$ cat src/rtl/mc_datapath_regs_pkg.sv
// Shared MIPS encodings for the multicycle datapath and its control FSM.
// Includes the J-type jump-target helper used by the PC unit.
package mips_pkg;

  localparam logic [5:0] OP_R    = 6'h00;
  localparam logic [5:0] OP_JMP  = 6'h02;
  localparam logic [5:0] OP_BEQ  = 6'h04;
  localparam logic [5:0] OP_ADDI = 6'h08;
  localparam logic [5:0] OP_LW   = 6'h23;
  localparam logic [5:0] OP_SW   = 6'h2B;

  // 2'b11 is deliberately left out: it is the illegal PCSource code
  typedef enum logic [1:0] {
    PCSRC_ALU    = 2'b00,
    PCSRC_ALUOUT = 2'b01,
    PCSRC_JUMP   = 2'b10
  } pcsrc_e;

  typedef enum logic [1:0] {
    SRCB_B       = 2'b00,
    SRCB_FOUR    = 2'b01,
    SRCB_IMM     = 2'b10,
    SRCB_IMM_SH2 = 2'b11
  } alusrcb_e;

  typedef enum logic [1:0] {
    ALUOP_ADD   = 2'b00,
    ALUOP_SUB   = 2'b01,
    ALUOP_FUNCT = 2'b10
  } aluop_e;

  function automatic logic [31:0] jump_target(input logic [31:0] pc, input logic [31:0] instr);
    return {pc[31:28], instr[25:0], 2'b00};
  endfunction

endpackage

$ cat src/rtl/mc_datapath_regs_pc_unit.sv
// Program counter: conditional load enable, next-PC select and a sticky
// flag for an illegal PCSource seen while the PC is being written.
module pc_unit
  import mips_pkg::*;
#(
  parameter int               WIDTH    = 32,
  parameter logic [WIDTH-1:0] RESET_PC = '0
) (
  input  logic             clk,
  input  logic             rst,
  input  logic             i_pc_write,
  input  logic             i_pc_write_cond,
  input  logic             i_alu_zero,
  input  logic [1:0]       i_pc_source,
  input  logic [WIDTH-1:0] i_alu_result,
  input  logic [WIDTH-1:0] i_alu_out,
  input  logic [WIDTH-1:0] i_instr,
  output logic [WIDTH-1:0] o_pc,
  output logic             o_pcsrc_err
);

  logic [WIDTH-1:0] r_pc;
  logic             r_pcsrc_err;
  logic             w_pc_en;
  logic             w_illegal;
  logic [WIDTH-1:0] w_pc_next;

  assign w_pc_en = i_pc_write | (i_pc_write_cond & i_alu_zero);

  // PCSource only matters when the PC is actually being loaded
  always_comb begin
    w_pc_next = r_pc;
    w_illegal = 1'b0;
    if (w_pc_en) begin
      case (i_pc_source)
        PCSRC_ALU:    w_pc_next = i_alu_result;
        PCSRC_ALUOUT: w_pc_next = i_alu_out;
        PCSRC_JUMP:   w_pc_next = jump_target(r_pc, i_instr);
        default:      w_illegal = 1'b1;
      endcase
    end
  end

  always_ff @(posedge clk) begin
    if (rst) begin
      r_pc        <= RESET_PC;
      r_pcsrc_err <= 1'b0;
    end else begin
      r_pc <= w_pc_next;
      if (w_illegal) r_pcsrc_err <= 1'b1;
    end
  end

  assign o_pc        = r_pc;
  assign o_pcsrc_err = r_pcsrc_err;

endmodule

$ cat src/rtl/mc_datapath_regs.sv
// Multicycle MIPS datapath registers: IR, MDR, A, B, ALUOut, memory address
// select and instruction decode fields, with the PC in pc_unit.
module mc_datapath_regs
  import mips_pkg::*;
#(
  parameter int               WIDTH    = 32,
  parameter logic [WIDTH-1:0] RESET_PC = 32'h0000_0000
) (
  input  logic             clk,
  input  logic             rst,
  input  logic             PCWrite,
  input  logic             PCWriteCond,
  input  logic             IorD,
  input  logic             IRWrite,
  input  logic [1:0]       PCSource,
  input  logic [WIDTH-1:0] mem_rdata,
  input  logic [WIDTH-1:0] rf_rdata1,
  input  logic [WIDTH-1:0] rf_rdata2,
  input  logic [WIDTH-1:0] alu_result,
  input  logic             alu_zero,
  output logic [WIDTH-1:0] pc,
  output logic [WIDTH-1:0] mem_addr,
  output logic [WIDTH-1:0] instr,
  output logic [5:0]       opcode,
  output logic [4:0]       rs,
  output logic [4:0]       rt,
  output logic [4:0]       rd,
  output logic [5:0]       funct,
  output logic [WIDTH-1:0] imm_sext,
  output logic [WIDTH-1:0] imm_sext_sh2,
  output logic [WIDTH-1:0] mdr,
  output logic [WIDTH-1:0] a_reg,
  output logic [WIDTH-1:0] b_reg,
  output logic [WIDTH-1:0] alu_out,
  output logic             pcsrc_err
);

  logic [WIDTH-1:0] r_instr;
  logic [WIDTH-1:0] r_mdr;
  logic [WIDTH-1:0] r_a;
  logic [WIDTH-1:0] r_b;
  logic [WIDTH-1:0] r_alu_out;
  logic [WIDTH-1:0] w_pc;

  pc_unit #(
    .WIDTH   (WIDTH),
    .RESET_PC(RESET_PC)
  ) u_pc_unit (
    .clk            (clk),
    .rst            (rst),
    .i_pc_write     (PCWrite),
    .i_pc_write_cond(PCWriteCond),
    .i_alu_zero     (alu_zero),
    .i_pc_source    (PCSource),
    .i_alu_result   (alu_result),
    .i_alu_out      (r_alu_out),
    .i_instr        (r_instr),
    .o_pc           (w_pc),
    .o_pcsrc_err    (pcsrc_err)
  );

  // Jump target inside pc_unit sees this pre-edge IR, even during FETCH
  always_ff @(posedge clk) begin
    if (rst) begin
      r_instr   <= '0;
      r_mdr     <= '0;
      r_a       <= '0;
      r_b       <= '0;
      r_alu_out <= '0;
    end else begin
      if (IRWrite) r_instr <= mem_rdata;
      r_mdr     <= mem_rdata;
      r_a       <= rf_rdata1;
      r_b       <= rf_rdata2;
      r_alu_out <= alu_result;
    end
  end

  assign pc           = w_pc;
  assign mem_addr     = IorD ? r_alu_out : w_pc;
  assign instr        = r_instr;
  assign opcode       = r_instr[31:26];
  assign rs           = r_instr[25:21];
  assign rt           = r_instr[20:16];
  assign rd           = r_instr[15:11];
  assign funct        = r_instr[5:0];
  assign imm_sext     = {{(WIDTH-16){r_instr[15]}}, r_instr[15:0]};
  assign imm_sext_sh2 = {imm_sext[WIDTH-3:0], 2'b00};
  assign mdr          = r_mdr;
  assign a_reg        = r_a;
  assign b_reg        = r_b;
  assign alu_out      = r_alu_out;

endmodule
$ cat config.mk
export PLATFORM = sky130hd
export DESIGN_NAME = mc_datapath_regs
export DESIGN_NICKNAME = d
export VERILOG_FILES = /design/src/rtl/mc_datapath_regs_pkg.sv /design/src/rtl/mc_datapath_regs_pc_unit.sv /design/src/rtl/mc_datapath_regs.sv
export SDC_FILE = /design/constraint.sdc
export NUM_CORES = 1
export LEC_CHECK = 0
export ABC_AREA = 1
export BUFFER_PORTS_ARGS = -buffer_cell sky130_fd_sc_hd__buf_2
export CORE_AREA = 10 10 168 170
export DETAILED_ROUTE_END_ITERATION = 8
export DIE_AREA = 0 0 178 180
export SLEW_MARGIN = 15
export SYNTH_ARGS = -nofsm -noshare
export SYNTH_HDL_FRONTEND = slang
export SYNTH_SLANG_ARGS = --single-unit
$ cat constraint.sdc
create_clock -name clk -period 2.9 [get_ports clk]
set_input_delay 0.29 -clock clk [delete_from_list [all_inputs] [get_ports clk]]
set_output_delay 0.29 -clock clk [all_outputs]
set_load 0.03 [all_outputs]
==> impl_metrics.tcl <==
set metrics [dict create \
    cts-root-buf "clkbuf_16" \
    ys_ff_latch 193 \
    avgViaCountPerCell 4.30 \
    cp.arrival_ps 1820 \
    finalHoldViolCount 0 \
    grt_overflow_total 0 \
    clk_pin_slew_ps 90 \
    synth_area_per_cell_um2 7.54 \
    nets 1492 \
    final_cell_mix "buf_2 (449), nor2_1 (195), dfxtp_1 (193)" \
    antenna_found_initial 5 \
    fp.dieH_um 180 \
    final_common_cell "buf_2" \
    synth_seq_area_share 0.503 \
    stdcell_count 1697 \
    grt_max_degree 66 \
    outcome "complete, no violations" \
    critPathSlowestCell "dfxtp_1" \
    synth_cells 1019 \
    finalSetupTns_ps 0 \
    path_cells "buf_2" \
    routabilityCongestion 0.833 \
    start_kind "register" \
    hp-class "in -> reg" \
    synth.cell_area_um2 7690 \
    drv_cap 0 \
    slew_headroom 0.308 \
    drt_iter0_drc 402 \
    slowest_delay_ps 1010 \
    die_area_um2 32000 \
    area_growth_pct 31.3 \
    ios 453 \
    timing.fmax_mhz 475 \
    die_w_um 178 \
    post_cts_resized 0 \
    grt_pass1_vias 7255 \
    postRouteAntennaNets 0 \
    reg2reg_slack_ps 1400 \
    vias 7292 \
    cts_sinks 193 \
    wl_mm 29.3 \
    setup_viol_count_final 0 \
    cts_max_path_buffers 2 \
    path_max_fanout 36 \
    critPathBufInv 1 \
    grt_pass1_wl_mm 43.6 \
    rsz0062_at_grt "no" \
    cts_tree "yes" \
    track_usage 0.177 \
    power_density_nw_per_um2 685 \
    cts_buffers 17 \
    dp.cells 1662 \
    ys_types 18 \
    postLayoutCoreUtil 0.405 \
    hpwl_mm 22.8 \
    clock_skew_ps 14.9 \
    drc 0 \
    ys_warn_count 0 \
    first_pass_iters 4 \
    cts.hold.buffers_added 0 \
    vdd_drop_max_mv 0.313 \
    post-cts-setup-buffer-count 0 \
    tightest_slew_ps 1040 \
    p_leak_nw 5.83 \
    drv_slew 0 \
    worst-endpoint-required_ps 2610 \
    period_share 0.726 \
    portBuffers 450 \
    fin_crit_ps 2110 \
    start_util 0.309 \
    critPathKind "reg -> out" \
    clock_latency_ps 430 \
    routedWlPerCell_um 17.2 \
    path_delay_family "flip-flops" \
    drive_gt1_frac 0.364 \
    std_cell_rows 58 \
    h-tree-depth 4 \
    core_area_um2 24900 \
    cp-end-kind "output pin" \
]
-- metrics by stage --
step | total power [W] | setup slack, ps | hold slack (ps) | instance area (um2)
after floorplan | 0.00405 | 1280 | 397 | 7690
after global placement | 0.00446 | 1060 | 451 | 9440
after detailed placement | 0.00448 | 987 | 479 | 9440
after CTS | 0.00703 | 786 | 23.5 | 10100
after global routing | 0.00725 | 571 | 14.7 | 10100
final | 0.00692 | 793 | 41.6 | 10100
-- synth_stat cells, drive strengths merged --
cell,instances,area (um2)
clkbuf,11,45.0
o21ai,70,350
ha,4,50.1
inv,166,623
buf,136,955
nand3,84,420
nand2,126,478
dfxtp,193,3860
conb,1,3.75
nor2,195,732
a21oi,33,165
-- layer usage --
| layer | wire [um] | share of wire | track usage | up-vias |
|---|---|---|---|---|
| met5 | 27 | 0.00092 | 0 | - |
| met4 | 603 | 0.021 | 0.0617 | 4 |
| met2 | 14700 | 0.50 | 0.316 | 332 |
| li1 | - | - | - | 3638 |
| met3 | 3400 | 0.12 | 0.0790 | 33 |
| met1 | 10500 | 0.36 | 0.176 | 3285 |
-- final cells by class --
class	count	area, um2
Antenna cell	3	7.51
Tap cell	330	413
Clock buffer	17	425
Inverter	166	623
Clock inverter	15	220
Sequential cell	193	3860
Fill cell	2580	14800
Multi-Input combinational cell	514	2210
Timing Repair Buffer	459	2330
-- report_power, final --
part | total (W) | internal, W | switching (W)
Sequential | 0.00294 | 0.00281 | 0.000127
Clock | 0.00253 | 0.00128 | 0.00125
Combinational | 0.00145 | 0.000390 | 0.00106
Total | 0.00692 | 0.00449 | 0.00243
-- cell families (layout without fill, tap and decap cells) --
logic type               Yosys count  after routing  share of synthesized area
adder cells (fa/ha/maj)            4              4                    0.00651
AND/OR/NAND/NOR                  405            405                      0.212
flip-flops                       193            193                      0.503
other                              1              5                   0.000488
buffers and inverters            313            657                      0.211
AO/OA/AOI/OAI                    103            103                     0.0671
-- worst paths after layout --
check / cells after the start / start / to
worst max-delay path: 1 / instr[15] / imm_sext[29]
worst min-delay path: 3 / rf_rdata1[18] / a_reg[18]
worst max register to register: 4 / instr[15] / u_pc_unit.o_pc[17]
worst min register to register: 2 / u_pc_unit.o_pcsrc_err / u_pc_unit.o_pcsrc_err
No activity file was read; power rests on OpenSTA's default activity.
